$ cat src/rtl/booth4_pp_sequencer.sv
// booth4_pp_sequencer
// Sequential radix-4 Booth partial-product generator for a 16x16 signed
// multiplier. One operand pair is accepted over a valid/ready handshake.
// The eight 18-bit signed partial products (digit_i * X, weight 4^i) are
// then streamed out one per handshake. Zero digits are included.
//
// Optional feature: define BOOTH_ACC_EN to add an internal 32-bit
// accumulator. It drives product_o and product_valid_o.
module booth4_pp_sequencer (
  input  logic               sys_clk,
  input  logic               sys_rst,
  input  logic               in_valid_i,
  output logic               in_ready_o,
  input  logic signed [15:0] mcand_i,
  input  logic signed [15:0] mplier_i,
  output logic               pp_valid_o,
  input  logic               pp_ready_i,
  output logic signed [17:0] pp_o,
  output logic [2:0]         pp_idx_o,
  output logic               pp_last_o
`ifdef BOOTH_ACC_EN
  ,
  output logic signed [31:0] product_o,
  output logic               product_valid_o
`endif
);

  localparam int DATA_W = 16;
  localparam int PP_W   = 18;

  typedef enum logic {IDLE = 1'b0, GEN = 1'b1} state_t;

  state_t                    state;
  logic signed [DATA_W-1:0]  x_r;
  logic        [DATA_W:0]    y_r;     // {Y, 1'b0}: bit 0 is the implicit Y[-1]
  logic        [2:0]         idx;
  logic        [2:0]         idx_nxt;
  logic                      pp_fire;

  // Choose the multiple of X selected by one Booth triplet {Y[2i+1],Y[2i],Y[2i-1]}.
  // The negation is done at 18 bits, so -(-32768) = +32768 is represented exactly.
  function automatic logic signed [PP_W-1:0] booth_multiple(
    input logic signed [DATA_W-1:0] x,
    input logic        [2:0]        trip
  );
    logic signed [PP_W-1:0] x_ext;
    logic signed [PP_W-1:0] x_neg;
    x_ext = {{(PP_W-DATA_W){x[DATA_W-1]}}, x};
    x_neg = ~x_ext + 18'sd1;
    case (trip)
      3'b001, 3'b010: booth_multiple = x_ext;
      3'b011:         booth_multiple = x_ext <<< 1;
      3'b100:         booth_multiple = x_neg <<< 1;
      3'b101, 3'b110: booth_multiple = x_neg;
      default:        booth_multiple = '0;
    endcase
  endfunction

  assign pp_fire  = pp_valid_o && pp_ready_i;
  assign idx_nxt  = idx + 3'd1;
  assign pp_idx_o = idx;

  // Control FSM. pp_o is registered from the next-state operands/index, so
  // pp_o has no combinational path from pp_ready_i.
  always_ff @(posedge sys_clk or posedge sys_rst) begin
    if (sys_rst) begin
      state      <= IDLE;
      x_r        <= '0;
      y_r        <= '0;
      idx        <= '0;
      in_ready_o <= 1'b1;
      pp_valid_o <= 1'b0;
      pp_o       <= '0;
      pp_last_o  <= 1'b0;
    end else begin
      case (state)
        IDLE: begin
          if (in_valid_i && in_ready_o) begin
            state      <= GEN;
            x_r        <= mcand_i;
            y_r        <= {mplier_i, 1'b0};
            idx        <= '0;
            in_ready_o <= 1'b0;
            pp_valid_o <= 1'b1;
            pp_o       <= booth_multiple(mcand_i, {mplier_i[1:0], 1'b0});
            pp_last_o  <= 1'b0;
          end
        end
        GEN: begin
          if (pp_fire) begin
            if (idx == 3'd7) begin
              state      <= IDLE;
              idx        <= '0;
              in_ready_o <= 1'b1;
              pp_valid_o <= 1'b0;
              pp_o       <= '0;
              pp_last_o  <= 1'b0;
            end else begin
              idx        <= idx_nxt;
              pp_o       <= booth_multiple(x_r, y_r[{idx_nxt, 1'b0} +: 3]);
              pp_last_o  <= (idx_nxt == 3'd7);
            end
          end
        end
        default: begin
          state      <= IDLE;
          in_ready_o <= 1'b1;
          pp_valid_o <= 1'b0;
        end
      endcase
    end
  end

`ifdef BOOTH_ACC_EN
  logic signed [31:0] acc;
  logic signed [31:0] pp_ext;
  logic signed [31:0] acc_sum;

  assign pp_ext  = {{(32-PP_W){pp_o[PP_W-1]}}, pp_o};
  assign acc_sum = acc + (pp_ext <<< {idx, 1'b0});

  // Accumulate the weighted partial products. The final sum lands in product_o with a one-cycle valid.
  always_ff @(posedge sys_clk or posedge sys_rst) begin
    if (sys_rst) begin
      acc             <= '0;
      product_o       <= '0;
      product_valid_o <= 1'b0;
    end else begin
      product_valid_o <= 1'b0;
      if (state == IDLE && in_valid_i && in_ready_o) begin
        acc       <= '0;
        product_o <= '0;
      end else if (state == GEN && pp_fire) begin
        acc <= acc_sum;
        if (idx == 3'd7) begin
          product_o       <= acc_sum;
          product_valid_o <= 1'b1;
        end
      end
    end
  end
`endif

endmodule
$ cat config.mk
export PLATFORM = sky130hd
export DESIGN_NAME = booth4_pp_sequencer
export DESIGN_NICKNAME = d
export VERILOG_FILES = /design/src/rtl/booth4_pp_sequencer.sv
export SDC_FILE = /design/constraint.sdc
export NUM_CORES = 1
export LEC_CHECK = 0
export ABC_CLOCK_PERIOD_IN_PS = 7500
export CAP_MARGIN = 20
export CORE_MARGIN = 2
export CORE_UTILIZATION = 61
export DETAILED_ROUTE_END_ITERATION = 16
export GPL_TIMING_DRIVEN = 0
export PLACE_DENSITY = 0.91
export REMOVE_ABC_BUFFERS = 1
export SYNTH_ARGS = -nofsm -noshare
export SYNTH_HDL_FRONTEND = slang
export SYNTH_SLANG_ARGS = --single-unit
$ cat constraint.sdc
create_clock -name sys_clk -period 7.5 [get_ports sys_clk]
set_input_delay 1.5 -clock sys_clk [delete_from_list [all_inputs] [get_ports sys_clk]]
set_output_delay 1.5 -clock sys_clk [all_outputs]
set_load 0.005 [all_outputs]
* Word level (Yosys, flattened, before mapping) *
Cells that the tools add are included.

storage, ports and cells
  register bits after elaboration = 57
  bits of input ports = 36
  logic and storage cells = 61

operators by class
  add/sub/neg operators = 3
  eq/ne operators = 14
  shift-type cells = 1
  muxes and demuxes = 25
  bitwise gates (word level) = 3
  reductions and logical operators = 7

operators with widths
  cell                                                              number
  18-bit one-hot mux with 4 select lines                            1
  18-bit two-way mux                                                3
  18-bit one-hot mux with 3 select lines                            1
  18-bit by 2-bit adder with 18-bit output (second input constant)  2
  16-bit NOT with 18-bit output                                     2
  18-bit one-hot mux with 2 select lines                            1
  17-bit by 5-bit indexed part select with 3-bit output             1
  3-bit == test (second input constant)                             5
  1-bit two-way mux                                                 11
  3-bit two-way mux                                                 3
  1-bit one-hot mux with 2 select lines                             4
  3-bit by 2-bit == test with 1-bit output (second input constant)  2
  3-bit one-hot mux with 2 select lines                             1
  2-bit == test (second input constant)                             2
  2-bit by 1-bit != test with 1-bit output (second input constant)  2
  2-bit AND reduction                                               2
  2-bit OR reduction                                                2
  3-bit by 1-bit adder with 3-bit output (second input constant)    1
  3-bit by 1-bit == test with 1-bit output (second input constant)  1
  3-bit AND reduction                                               1
  2-bit by 1-bit == test with 1-bit output (second input constant)  1
  1-bit logical AND                                                 2
  2-bit != test (second input constant)                             1
  1-bit NOT                                                         1

* Longest topological paths before layout *
Gate-level depths: netlist of the first run.

  depth in word-level cells = 8
  gate-level depth with buffers = 11
  gate-level depth less buffers = 8

* Least setup slack after synthesis of the first run *
No wires, ideal clock.

  path kind = input to register
  start point = input port mcand_i[0]
  end point = register pp_o[15]
  arrival time = 3,413 ps
  required time = 7,413 ps
  slack = 4,001 ps
  cell stages on the path = 10
  path buffers = 2
  path through = clkbuf_1 -> inv_1 -> ha_1 -> or4b_1 -> buf_2 -> nor4_1 -> xnor2_1 -> a21oi_1 -> a311o_1 -> o211ai_1

between the ends
  cells in the longest elaborated chain, start to end = 5

RTL lines
  item                                      line  text
  start: declaration                        14    input logic signed [15:0] mcand_i,
  16-bit NOT with 18-bit output             49    x_neg = ~x_ext + 18'sd1;
  18-bit by 2-bit adder with 18-bit output  49
  18-bit one-hot mux with 3 select lines    50    case (trip)
  18-bit two-way mux                        78    if (in_valid_i && in_ready_o) begin
  18-bit one-hot mux with 2 select lines    76    case (state)
  end signal: assignment                    85    pp_o <= booth_multiple(mcand_i, {mplier_i[1:0], 1'b0});
  end signal: assignment                    100   pp_o <= booth_multiple(x_r, y_r[{idx_nxt, 1'b0} +: 3]);
  end: declaration                          18    output logic signed [17:0] pp_o,

No other way between the ends. The select of a mux whose other input is x is not followed.
A chain may end at the register's enable or synchronous reset.

* Worst setup path after layout of the first run *
  start point = register idx[0] (netlist: pp_idx_o[0])
  end point = register pp_o[14]

between the ends
  cells in the longest elaborated chain, start to end = 8

RTL lines
  item                                                   line  text
  start: declaration                                     36    logic [2:0] idx;
  start signal: assignment                               99    idx <= idx_nxt;
  3-bit by 1-bit adder with 3-bit output                 60    assign idx_nxt = idx + 3'd1;
  17-bit by 5-bit indexed part select with 3-bit output  100
  3-bit == test, or another cell as far along            50
  2-bit OR reduction                                     50
  18-bit one-hot mux with 4 select lines                 50
  18-bit two-way mux (*)                                 91    if (idx == 3'd7) begin
  18-bit two-way mux (*)                                 90    if (pp_fire) begin
  18-bit one-hot mux with 2 select lines (*)             76

Mark *: on every way between the ends. The rest lies on a longest branch, timed or not. The select of a mux whose other input is x is not followed.

==> results of run 1 <==
## sequential cells by signal (all words and copies together) (netlist names)
register,flops
pp_last_o,1
pp_idx_o,3
x_r,16
in_ready_o,1
y_r,16
pp_o,18
pp_valid_o,1
state,1
## per-stage QoR
stage | std cells | hold slack, ps | area (µm²) | worst slack [ps] | util (%)
after floorplan | 525 | 437.3 | 4352 | 3898 | -
after global placement | 683 | 453.2 | 5066 | 2422 | 69.85
after detailed placement | 688 | 459.6 | 5129 | 3095 | 70.71
after CTS | 704 | 480.5 | 5358 | 3364 | 73.87
after global routing | 704 | 498.6 | 5358 | 3018 | 73.87
final | 704 | 476.6 | 5358 | 3267 | 73.87
## cell families (layout without fill, tap and decap cells)
family / count (synthesis) / in the layout / synth area share (%)
mux: 13 / 13 / 4.965
buf+inv: 58 / 94 / 6.274
simple gates: 266 / 266 / 27.91
xor+xnor: 22 / 22 / 4.201
flops: 57 / 57 / 31.12
fa+ha+maj: 5 / 5 / 1.364
compound gates: 148 / 148 / 24.17
## critical path, cell delays in order, from the launching register on
cell	delay (ps)
dfrtp_1	570
clkinv_1	470
ha_1	740
mux4_1	680
mux2i_4	640
nand2_1	150
nor2_1	450
a221oi_1	160
o31ai_1	260
## layout make-up
cell class | instances | area (µm²)
Fill cell | 556 | 1896
Timing Repair Buffer | 64 | 653.1
Tap cell | 99 | 123.9
Multi-Input combinational cell | 454 | 2872
Clock buffer | 11 | 151.4
Sequential cell | 57 | 1428
Inverter | 14 | 52.55
Clock inverter | 5 | 77.57
## layer usage
layer,wire [µm],GRT usage [%],part of all wire [%]
met5,0,0,0
met4,650,18.33,4.6
met3,1318,6.260,9.4
met2,6624,54.66,47
met1,5463,45.33,39
## path summary, 6_finish.rpt
check                      slack, ps  cells after the start       end   startpoint
setup / recovery                3270                      8  pp_o[14]  pp_idx_o[0]
hold / removal                   480                      2   y_r[11]      y_r[11]
setup reg to reg                3270                      8  pp_o[14]  pp_idx_o[0]
hold reg to reg                  480                      2   y_r[11]      y_r[11]
max in group asynchronous       5350                      3   pp_o[9]      sys_rst
min in group asynchronous       1560                      2    y_r[9]      sys_rst
## Yosys cell counts (all sizes together) (3+ instances only)
| library cell | count | area (µm²) |
|---|---|---|
| ha | 5 | 62.56 |
| a22oi | 7 | 57.55 |
| mux4 | 4 | 101.4 |
| nor2b | 4 | 25.02 |
| and3 | 5 | 31.28 |
| nor2 | 34 | 127.6 |
| mux2 | 3 | 41.29 |
| nor4 | 10 | 77.57 |
| or3 | 8 | 50.05 |
| a211oi | 9 | 80.08 |
| nand2 | 125 | 469.2 |
| a221oi | 4 | 35.03 |
| a22o | 3 | 26.28 |
| buf | 24 | 157.7 |
| a31oi | 8 | 50.05 |
| a32oi | 5 | 43.79 |
| o31ai | 9 | 67.56 |
| dfrtp | 56 | 1401 |
| a21oi | 16 | 91.34 |
| and2 | 3 | 18.77 |
| o22ai | 5 | 31.28 |
| o32ai | 4 | 35.03 |
| nor3b | 4 | 30.03 |
| clkbuf | 20 | 77.57 |
| o211ai | 8 | 60.06 |
| xnor2 | 13 | 113.9 |
| or4 | 7 | 63.81 |
| nand2b | 4 | 25.02 |
| nor3 | 29 | 150.1 |
| mux2i | 6 | 85.08 |
| a221o | 4 | 40.04 |
| o21ai | 37 | 188.9 |
| inv | 12 | 45.04 |
| xor2 | 9 | 78.83 |
| nand3 | 19 | 100.1 |
## report_power, final
part,total (mW),leakage [nW],switching (mW),internal [mW]
logic,0.0674,1.36,0.0369,0.0305
clock network,0.336,0.115,0.132,0.204
registers,0.307,0.767,0,0.307
total,0.711,2.25,0.169,0.542
==> results.md, run 1 <==
* Outcome: completed
* PortBufs at 59
* Ys Warns at 0
* Min Tclk post-route at 4233 ps
* TritonCTS Buffers at 9
* Final setup fails at 0
* Post-route DRC at 0
* Die area at 8229 µm²
* Final Hold Fails at 0
* Hold buffer count at cts at 0
* Synth Cell Area at 4587 µm²
* DP Wirelength at 10020 µm
* Average routed wire per standard cell at 19.97 µm
* Clk_skew at 9.494 ps
* Area delta synth->final at 16.80%
* Layout cells sized above 1 at 8.264%
* Worst EP required at roughly 7800 ps
* Initial antenna violation count at 0
* PostCTS Resize Cnt at 0
* Slew Viols, Final at 0
* TritonCTS clock tree: yes
* Max-Cap Viols at 0
* Syn Inst Count at 569
* CTS H-tree depth at 3
* Slew @ Worst Pin at 938.3 ps
* First-pass DRT Iterations at 6
* Power Density at 132.7 nW/µm²
* Clock sink count at 57
* Crit start category: flop
* Post-CTS Setup Bufs at 0
* Post-route setup TNS at 0 ps
* Pwr Total at 0.7111 mW
* Fraction of registers with async set/reset at 100.0%
* Seq/Total Area, Yosys at 31.12%
* Crit end category: flop
* Peak VDD IR at roughly 0.00013 V
* RSZ-0062 raised after global routing: false
* Die width at 90.72 µm
* Fmax at 0.2362 GHz
* Clock Path Buffers at 2
* FF+latch count, synth at 57
* Post-synth cell types at 88
* Initial cell density of the core at 63.24%
* Post-Route WL at approximately 14000 µm
* Post-synth EDFFs at 0
* Via count at 4821
* N_diodes at 0
* Pin count of the biggest net entering global routing at 31
* First-pass GRT wire length at around 23000 µm
* Height of the die at 90.72 µm
* Most frequent cells in the layout: 125 x nand2_1, 59 x clkdlybuf4s50_1, 56 x dfrtp_1
* Arr. time, crit path at 4480 ps
* Ys flop type: dfrtp_1
* Final period utilization at 56.44%
* Detail Route Antenna Nets at 0
* Commonest non-fill, non-tap cell in the layout: nand2_1
* Hold WC Path Type: reg -> reg
* Leakage at 2.245 nW
* Mean post-synth cell area at 8.061 µm²
* Vias in the first global route at ~4500
* GRT Util Overall at approximately 35%
* CP Max Fanout at 26
* Worst-skew pair later-pin latency at between 300 and 400 ps
* Placer Congestion at ~0.97
* Gr ovfl total at 0
* Critical path class: reg -> reg
* Relative slew slack at 36.87%
* Clock-pin slew on the worst setup and hold paths at 70 ps
* Row count at 31
* Vias per std cell at 6.848
* Number of DRC markers in iteration 0 at 521
* Number of top-level pins at 60
* CTS Root Cell: clkbuf_8
* Core area at 7253 µm²
* Final nets at 641
Note: power is estimated with default switching activity, not from simulation.
==> run 2, diff against run 1 <==
--- a/config.mk
+++ b/config.mk
@@ -5,13 +5,13 @@
 export SDC_FILE = /design/constraint.sdc
 export NUM_CORES = 1
 export LEC_CHECK = 0
-export ABC_CLOCK_PERIOD_IN_PS = 7500
+export ABC_CLOCK_PERIOD_IN_PS = 3690
 export CAP_MARGIN = 20
 export CORE_MARGIN = 2
-export CORE_UTILIZATION = 61
+export CORE_UTILIZATION = 51
 export DETAILED_ROUTE_END_ITERATION = 16
 export GPL_TIMING_DRIVEN = 0
-export PLACE_DENSITY = 0.91
+export PLACE_DENSITY = 0.82
 export REMOVE_ABC_BUFFERS = 1
 export SYNTH_ARGS = -nofsm -noshare
 export SYNTH_HDL_FRONTEND = slang
==> constraint.sdc (replaced) <==
create_clock -name sys_clk -period 3.69 [get_ports sys_clk]
set_input_delay 0.738 -clock sys_clk [delete_from_list [all_inputs] [get_ports sys_clk]]
set_output_delay 0.738 -clock sys_clk [all_outputs]
set_load 0.005 [all_outputs]
==> results.md, run 2 (same netlist as run 1, synthesis figures left out) <==
* Clock Path Buffers at 2
* Largest regs: pp_o (18), x_r (16), y_r (16)
* Hold Startpoint: y_r[5]
* Family with the most delay on the worst path: multiplexers
* Die width at a little under 100 µm
* Area of the multi-input gates at 2910 µm²
* Detail Route Antenna Nets at 0
* Critical path class: reg -> reg
* Hold WC Path Type: reg -> reg
* Critical path's slowest cell: mux4_1
* Gr ovfl total at 0
* Average routed wire per standard cell at approximately 19 µm
* CTS H-tree depth at 3
* Fillers at 773
* Number of DRC markers in iteration 0 at 450
* Fmax at 0.2861 GHz
* Hold endpoint: y_r[5]
* Height of the die at 98.84 µm
* Worst EP required at 3910 ps
* Count of non-filler cells in the finished layout at 716
* CTS Root Cell: clkbuf_8
* Commonest non-fill, non-tap cell in the layout: nand2_1
* Bufs and invs on worst path at 0
* Inst Count DP at 696
* Number of top-level pins at 60
* Area delta synth->final at 18.44%
* Pin count of the biggest net entering global routing at 34
* PortBufs at 59
* Final nets at 644
* Initial antenna violation count at 0
* R2R Path End: pp_o[14]
* RSZ-0062 raised after global routing: false
* Final Hold Fails at 0
* Clock-pin slew on the worst setup and hold paths at approximately 70 ps
* Post-route DRC at 0
* N_diodes at 0
* Slew Viols, Final at 0
* Crit start category: flop
* Worst R2R Setup Slack at 200 ps
* Reg2Reg Depth at 8
* Clk_skew at 15.60 ps
* Initial cell density of the core at roughly 53%
* Final setup fails at 0
* Final Cell Area at 5433 µm²
* Max-Cap Viols at 0
* First-pass DRT Iterations at 5
* Worst path max stage delay at between 600 and 700 ps
* Top reg by flops: pp_o
* Power Density at 249.3 nW/µm²
* Post-route setup TNS at 0 ps
* Clock sink count at 57
* CP Max Fanout at 13
* Peak VDD IR at around 0.00021 V
* Vias per std cell at around 6.6
* Min Tclk post-route at 3495 ps
* Post-Route WL at 13820 µm
* Seq. cell area at ~1400 µm²
* First-pass GRT wire length at 22250 µm
* TritonCTS clock tree: yes
* DP Wirelength at 9879 µm
* Crit end category: flop
* GRT Util Overall at 28.23%
* Critical-path cell list: ha_1 > ha_4 > mux4_1 > mux2_4 > a21oi_4 > nor2_1 > a221oi_1 > o31ai_1
* Via count at roughly 4800
* Leakage at between 2 and 2.5 nW
* Most frequent cells in the layout: 125 x nand2_1, 59 x clkdlybuf4s50_1, 56 x dfrtp_1
* Worst-skew pair later-pin latency at between 300 and 400 ps
* Relative slew slack at 32.63%
* Total stage count of the critical path at 8
* DP Area at 5162 µm²
* Row count at 34
* TritonCTS Buffers at 9
* Slew @ Worst Pin at 1009 ps
* Final period utilization at between 90% and 100%
* Placer Congestion at 0.9159
* Arr. time, crit path at 3720 ps
* Max FFs per register at 18
* Die area at 9768 µm²
* Hold depth at 2
* Critical R2R Launch: pp_idx_o[0]
* Layout cells sized above 1 at 9.539%
* Outcome: completed
* Vias in the first global route at 4514
* Core area at 8721 µm²
## run 2: cell types whose count changed in the layout (fill, tap and decap cells not counted), sizes merged
cell	change
clkinvlp	+1
clkinv	-1
inv	+1
bufinv	-1
buf	+2
mux2i	+1
## run 2: worst min-delay path: stages, from the launching register on
cell and delay (ps):
dfrtp_1 340, nand2_1 50, nand2_1 50
## run 2: metrics by stage
stage	worst slack, ps	utilization [%]	hold WS [ps]	power (mW)
after detailed placement	-396.3	59.20	460.5	0.7698
after global placement	-820.3	58.22	450.3	0.7640
final	195.3	62.30	476.9	1.354
after CTS	3.178	61.74	477.8	1.357
after floorplan	216.4	-	437.3	0.6924
after global routing	68.87	62.30	500.2	1.398
## run 2: what timing repair did
action                     CTS  global route
hold endpoints to repair     0             0
buffers inserted             0             3
hold buffers                 0             0
setup endpoints to repair   14            10
resized for setup            4             3
gates cloned                 1             0
## run 2: per-layer routing
layer  share of wire [%]  vias up  track usage [%]
li1                    -     2165                -
met2                  47      257            45.58
met3                 7.8       39            4.255
met4                 3.7        0            13.28
met1                  42     2291            37.32
met5                   0        -                0
## run 2: how the worst max path moves through the flow
stage / start / to / slack (ps)
finish: pp_idx_o[0] / pp_o[14] / 200
global route: pp_idx_o[0] / pp_o[14] / 70
CTS: pp_idx_o[0] / pp_o[10] / 3
detailed placement: pp_idx_o[0] / pp_o[14] / -400
global placement: in_valid_i / pp_o[1] / -820
floorplan: pp_idx_o[0] / pp_o[14] / 220
## run 2: report_power, final
group	switching [mW]	internal, mW	total, mW
registers	0	0.625	0.625
logic	0.0741	0.0620	0.136
clock network	0.266	0.328	0.593
## run 2: final cells by class
class	count	area share [%]
clock buffer	11	2.602
clock inverter	5	1.013
inverter	14	1.013
multi-input combinational	455	53.57
sequential	57	26.28
tap	108	2.487
timing repair buffer	66	13.04
